==> src/rtl/pipe_stage_reg.sv <==
// Elastic pipeline stage register with valid/ready handshake, flush, and an optional 2-entry skid.
// Bubbles always present all-zero control; the data field holds its last value.
module pipe_stage_reg #(
  parameter int CTRL_W = 6,
  parameter int DATA_W = 101,
  parameter int SKID   = 1,
  parameter int CNT_W  = 16
) (
  input  logic              clk,
  input  logic              reset,
  input  logic              flush,
  input  logic              in_valid,
  output logic              in_ready,
  input  logic [CTRL_W-1:0] in_ctrl,
  input  logic [DATA_W-1:0] in_data,
  output logic              out_valid,
  input  logic              out_ready,
  output logic [CTRL_W-1:0] out_ctrl,
  output logic [DATA_W-1:0] out_data,
  output logic [CNT_W-1:0]  stall_cnt
);

  logic              w_accept;
  logic              w_emit;
  logic              w_valid;
  logic [CTRL_W-1:0] r_main_ctrl;
  logic [DATA_W-1:0] r_main_data;
  logic [CNT_W-1:0]  r_stall_cnt;

  assign w_accept  = in_valid && in_ready;
  assign w_emit    = w_valid && out_ready;
  assign out_valid = w_valid;
  assign out_ctrl  = w_valid ? r_main_ctrl : '0;
  assign out_data  = r_main_data;
  assign stall_cnt = r_stall_cnt;

  generate
    if (SKID != 0) begin : g_skid
      typedef enum logic [1:0] {EMPTY, ONE, TWO} state_t;
      state_t            r_state;
      state_t            w_state_nxt;
      logic              r_in_ready;
      logic [CTRL_W-1:0] r_skid_ctrl;
      logic [DATA_W-1:0] r_skid_data;
      logic              w_load_main_in;
      logic              w_load_main_skid;
      logic              w_load_skid;

      assign in_ready = r_in_ready;
      assign w_valid  = (r_state != EMPTY);

      always_comb begin
        w_state_nxt      = r_state;
        w_load_main_in   = 1'b0;
        w_load_main_skid = 1'b0;
        w_load_skid      = 1'b0;
        case (r_state)
          EMPTY: if (w_accept) begin
            w_state_nxt    = ONE;
            w_load_main_in = 1'b1;
          end
          ONE: begin
            if (w_accept && w_emit) begin
              w_load_main_in = 1'b1;
            end else if (w_accept) begin
              w_state_nxt = TWO;
              w_load_skid = 1'b1;
            end else if (w_emit) begin
              w_state_nxt = EMPTY;
            end
          end
          TWO: if (w_emit) begin
            w_state_nxt      = ONE;
            w_load_main_skid = 1'b1;
          end
          default: w_state_nxt = EMPTY;
        endcase
        // Flush drops everything, including a word accepted this cycle.
        if (flush) begin
          w_state_nxt      = EMPTY;
          w_load_main_in   = 1'b0;
          w_load_main_skid = 1'b0;
          w_load_skid      = 1'b0;
        end
      end

      always_ff @(posedge clk) begin
        if (reset) begin
          r_state     <= EMPTY;
          r_in_ready  <= 1'b1;
          r_main_ctrl <= '0;
          r_main_data <= '0;
          r_skid_ctrl <= '0;
          r_skid_data <= '0;
        end else begin
          r_state    <= w_state_nxt;
          r_in_ready <= (w_state_nxt != TWO);
          if (w_load_main_in) begin
            r_main_ctrl <= in_ctrl;
            r_main_data <= in_data;
          end else if (w_load_main_skid) begin
            r_main_ctrl <= r_skid_ctrl;
            r_main_data <= r_skid_data;
          end
          if (w_load_skid) begin
            r_skid_ctrl <= in_ctrl;
            r_skid_data <= in_data;
          end
        end
      end
    end else begin : g_single
      logic r_valid;

      assign w_valid  = r_valid;
      assign in_ready = !r_valid || out_ready;

      always_ff @(posedge clk) begin
        if (reset) begin
          r_valid     <= 1'b0;
          r_main_ctrl <= '0;
          r_main_data <= '0;
        end else begin
          if (flush)         r_valid <= 1'b0;
          else if (w_accept) r_valid <= 1'b1;
          else if (w_emit)   r_valid <= 1'b0;
          if (w_accept && !flush) begin
            r_main_ctrl <= in_ctrl;
            r_main_data <= in_data;
          end
        end
      end
    end
  endgenerate

  // Saturating count of back-pressured cycles; only reset clears it.
  always_ff @(posedge clk) begin
    if (reset)
      r_stall_cnt <= '0;
    else if (w_valid && !out_ready && (r_stall_cnt != '1))
      r_stall_cnt <= r_stall_cnt + CNT_W'(1);
  end

endmodule

==> config.mk <==
export PLATFORM = sky130hd
export DESIGN_NAME = pipe_stage_reg
export DESIGN_NICKNAME = d
export VERILOG_FILES = /design/src/rtl/pipe_stage_reg.sv
export SDC_FILE = /design/constraint.sdc
export NUM_CORES = 1
export LEC_CHECK = 0
export BUFFER_PORTS_ARGS = -buffer_cell sky130_fd_sc_hd__clkbuf_2
export CORE_MARGIN = 2
export CORE_UTILIZATION = 45
export DETAILED_ROUTE_END_ITERATION = 16
export PLACE_DENSITY_LB_ADDON = 0.1
export SLEW_MARGIN = 20
export SYNTH_ARGS = -nofsm -noshare
export SYNTH_HDL_FRONTEND = slang
export SYNTH_SLANG_ARGS = --single-unit
==> constraint.sdc <==
create_clock -name clk -period 2.9 [get_ports clk]
set_input_delay 0.58 -clock clk [delete_from_list [all_inputs] [get_ports clk]]
set_output_delay 0.58 -clock clk [all_outputs]
set_load 0.1 [all_outputs]
* After elaboration in Yosys (flattened, before gate mapping)
Cells that the tools add are included.
W data, S select, Z words.
** Storage, ports and cells
- Logic and storage cells :: 43
- Output and inout bits :: 125
- Register bits :: 233
- Bits of input ports :: 112
** Cells by class
- Equal/unequal tests :: 4
- Reductions and logical operators :: 9
- Add/sub/neg operators :: 1
- Mux-type cells :: 22
** Operator list (count)
- $mux W101 :: 2
- $mux W6 :: 3
- $add A16 B1 Y16 const B :: 1
- $ne A16 B16 Y1 const B :: 1
- $mux W2 :: 6
- $mux W1 :: 9
- $pmux W2 S3 :: 1
- $logic_and A1 B1 Y1 :: 5
- $reduce_bool A2 Y1 :: 2
- $eq A2 B1 Y1 const B :: 1
- $eq A2 B2 Y1 const B :: 1
- $logic_not A2 Y1 :: 1
- $ne A2 B2 Y1 const B :: 1
- $pmux W1 S2 :: 1
- $logic_not A1 Y1 :: 1

* Longest topological paths before layout
- Depth after elaboration :: 8
- Depth in mapped cells :: 7
- Mapped depth without buffers :: 6

* Least setup slack after synthesis
No wires, ideal clock.
- Path kind :: flip-flop to flip-flop
- From :: register r_stall_cnt[2] (netlist: stall_cnt[2])
- To :: register r_stall_cnt[15] (netlist: stall_cnt[15])
- Path buffers :: 0
- Data arrival time :: 2741 ps
- Cell stages (with the launch flop) :: 6
- Library setup time :: 70 ps
- Period minus slack after synthesis :: 2812 ps
- Path slack :: 88 ps
- Cells stage by stage :: dfxtp_1 -> nand3_1 -> or4_4 -> or4_4 -> or3_1 -> a21oi_1
** On the way
- Word-level cells in the longest chain between the ends :: 2
- Elaborated cells between the ends (all ways) :: 3
- Those cells by class :: 1 x add/sub; 1 x eq/ne; 1 x reduce/logical
** RTL lines
- from (decl) :: line 28 : logic [CNT_W-1:0] r_stall_cnt;
- from (signal assigned) :: line 140 : r_stall_cnt <= r_stall_cnt + CNT_W'(1);
- branches (longest 2 deep; another with $add A16 B1 Y16)
Parallel ways; which one is timed is not known.
A chain may end at the register's enable or synchronous reset.

* Worst setup path in the final report
- From :: register g_skid.r_state[1]
- To :: output port out_ctrl[0]
** On the way
- Word-level cells in the longest chain between the ends :: 2
** RTL lines
- from (decl) :: line 40 : state_t r_state;
- from (signal assigned) :: line 96 : r_state <= w_state_nxt;
- $reduce_bool A2 Y1 :: line 50 : assign w_valid = (r_state != EMPTY);
- $mux W6 :: line 33 : assign out_ctrl = w_valid ? r_main_ctrl : '0;
- to (decl) :: line 18 : output logic [CTRL_W-1:0] out_ctrl,
No other way between the ends.

==> results.py <==
metrics = {
    "synth": {
        "ys_warn_count": 0,
        "ys_seq_elements": 233,
        "synth_top_area_frac": 0.5071,
        "synth_area_leader_cell": "dfxtp_1",
        "avgSynthCellArea_um2": 8.718,
        "yosysUniqueCellTypes": 32,
        "ys_async_sr_fraction": 0,
        "syn-cell-area_mm2": 0.009198,
        "synth.top_cells.by_area": "dfxtp_1, mux2i_1, nand2_1",
        "syn_inst": 1055,
        "synth_edf_count": 0,
        "syn_nets": 1168,
        "yosysSeqAreaShare": 0.5071,
        "ys.flop_type": "dfxtp_1",
    },
    "sta": {
        "worst_pin_slew_ps": 1042,
        "rsz0062_at_grt": "no",
        "finalCriticalPeriod_ps": 2503,
        "relSlewSlack": 0.3055,
        "finalSetupViolations": 0,
        "finClkSkew_ps": 6.993,
        "hold_viol": 0,
        "holdWs_ps": 295.3,
        "timing.final.max_slew_violations": 0,
        "max_freq_mhz": 399.5,
        "tns_ps": 0,
        "period_share": 0.8631,
    },
    "run": {
        "max_cap_violations": 0,
    },
    "clock_network": {
        "clock-root-buffer": "clkbuf_16",
        "cts_tree": "done",
        "htreeDepth": 1,
        "cts_made_buffers": 26,
        "post-cts-setup-buffers": 0,
        "clk_pin_slew_worst_paths_ps": 60,
        "clkLatencyLatePin_ps": 510,
        "cts_hold_buf": 0,
        "cts_sinks": 233,
        "cts_resized": 0,
        "cts_buffer_depth": 3,
    },
    "final_layout": {
        "nets": 1359,
        "final_util": 0.5699,
        "final_layout_size_suffix_gt1_frac": 0.2346,
        "multiInputGateArea_mm2": 0.004219,
        "diodes": 0,
        "syn_to_final_growth_pct": 24.96,
        "final_common_cell": "clkbuf_2",
        "layout_common_cells": "clkbuf_2, dfxtp_1, nand2_1",
        "nFillCells": 1871,
        "regArea_mm2": 0.004664,
    },
    "power": {
        "leakage_nw": 4.290,
        "peakVddDrop_uv": 847.6,
        "power_mw": 8.007,
        "power_density_mw_per_mm2": 696.7,
    },
    "place": {
        "place_congestion": 0.7535,
        "hpwlAfterDp_mm": 13.99,
        "portBuffers": 236,
    },
    "route": {
        "via_per_inst": 5.103,
        "drt_iter0_drc": 353,
        "drt-wirelength-per-cell_um": 14.72,
        "wl_mm": 22.61,
        "route.detailed.drc": 0,
        "firstDrtPassIters": 5,
        "ant_nets": 0,
        "vias": 7838,
    },
    "setup_path": {
        "start_kind": "flop",
        "cpMaxStageDelayCell": "dfxtp_1",
        "crit_buf_inv": 2,
        "crit_type": "reg2out",
        "crit_fanout": 11,
        "crit_arrival_ps": 1920,
        "cp-end-kind": "output pin",
        "crit_required_ps": 2320,
        "max_stage_delay_ps": 510,
        "crit_chain": "nor2_2 -> buf_4 -> nor2b_1 -> clkbuf_2",
        "crit_family": "buffers and inverters",
    },
    "global_routing": {
        "grt_first_pass_wirelength_mm": 36.93,
        "grt_pass1_vias": 7308,
        "grt_antenna_before_repair": 0,
        "grt_max_degree": 109,
        "grt_use_total": 0.2038,
        "grt-ovfl-total": 0,
    },
    "floorplanning": {
        "ios": 237,
        "die_w_um": 147.0,
        "core_area_mm2": 0.02017,
        "num_rows": 52,
        "dieArea_mm2": 0.02160,
        "die_h_um": 147.0,
        "start_util": 0.4560,
    },
    "hold_path": {
        "hp-class": "in2reg",
    },
    "status": {
        "status": "finished, final reports clean",
    },
}
[worst register-to-register path: cells and delay by family (launching register included)]
kind,cells,cell delay (ps)
AND/OR/NAND/NOR,4,1540
AO/OA/AOI/OAI,1,140
flip-flops,1,510
[flip-flops by register name, indices dropped and copies added (netlist names)]
name,flops
in_ready,1
g_skid.r_skid_ctrl,6
out_data,101
r_main_ctrl,6
g_skid.r_state,2
stall_cnt,16
g_skid.r_skid_data,101
[worst paths after layout]
| kind | from | end | slack (ps) | depth (start not counted) |
|---|---|---|---|---|
| hold reg to reg | g_skid.r_skid_data[27]$_SDFFE_PP0P_ | g_skid.r_skid_data[27]$_SDFFE_PP0P_ | 450 | 2 |
| hold / removal | in_data[18] | g_skid.r_skid_data[18]$_SDFFE_PP0P_ | 300 | 3 |
| setup reg to reg | g_skid.r_state[1]$_SDFF_PP0_ | stall_cnt[15]$_SDFFE_PP0P_ | 650 | 5 |
| setup / recovery | g_skid.r_state[1]$_SDFF_PP0_ | out_ctrl[0] | 400 | 4 |
[Yosys cell counts (3+ instances only)]
master    number
nand4_1        6
or3_1          3
nand2_1      225
a21oi_1      111
nor2b_1        7
buf_2         15
a211oi_1     107
nor4_1         4
clkbuf_1      69
nor3_1         9
nor2_1       123
xnor2_1        9
dfxtp_1      233
mux2i_1      111
[cell families (layout without fill, tap and decap cells)]
kind of cell / after synthesis / after routing / synth area share
XOR/XNOR: 10 / 10 / 0.009523
flip-flops: 233 / 233 / 0.5071
adder cells (fa/ha/maj): 1 / 1 / 0.001360
AO/OA/AOI/OAI: 224 / 224 / 0.1522
AND/OR/NAND/NOR: 388 / 388 / 0.1706
multiplexers: 111 / 111 / 0.1208
buffers and inverters: 88 / 299 / 0.03836
[final cells by class]
cell class / count / share of cell area
clock buffer: 42 / 0.07065
clock inverter: 6 / 0.006967
inverter: 2 / 0.0006532
multi-input combinational: 734 / 0.3671
sequential: 233 / 0.4058
tap: 270 / 0.02939
timing repair buffer: 249 / 0.1194
[power breakdown]
group,switching [mW],total (mW),internal (mW),leakage (nW)
clock,1.27,3.36,2.08,0.442
sequential,0.0627,3.39,3.32,1.90
combinational,1.03,1.27,0.239,1.95
total,2.36,8.01,5.64,4.29
[metal layers]
layer	share of wire	global-route usage
met5	0	0
met4	0.017	0.04856
met3	0.075	0.05901
met2	0.45	0.3254
met1	0.45	0.2745
[per-stage QoR]
| step | setup slack, ps | cells | cell area [um2] |
|---|---|---|---|
| 3_5_place_dp | 454.6 | 1488 | 10600 |
| 3_3_place_gp | 467.6 | 1488 | 10600 |
| 2_1_floorplan | 88.29 | 1055 | 9198 |
| 4_1_cts | 367.3 | 1536 | 11490 |
| 5_1_grt | 285.3 | 1536 | 11490 |
| 6_report | 396.9 | 1536 | 11490 |
No activity file was read; power rests on OpenSTA's default activity.
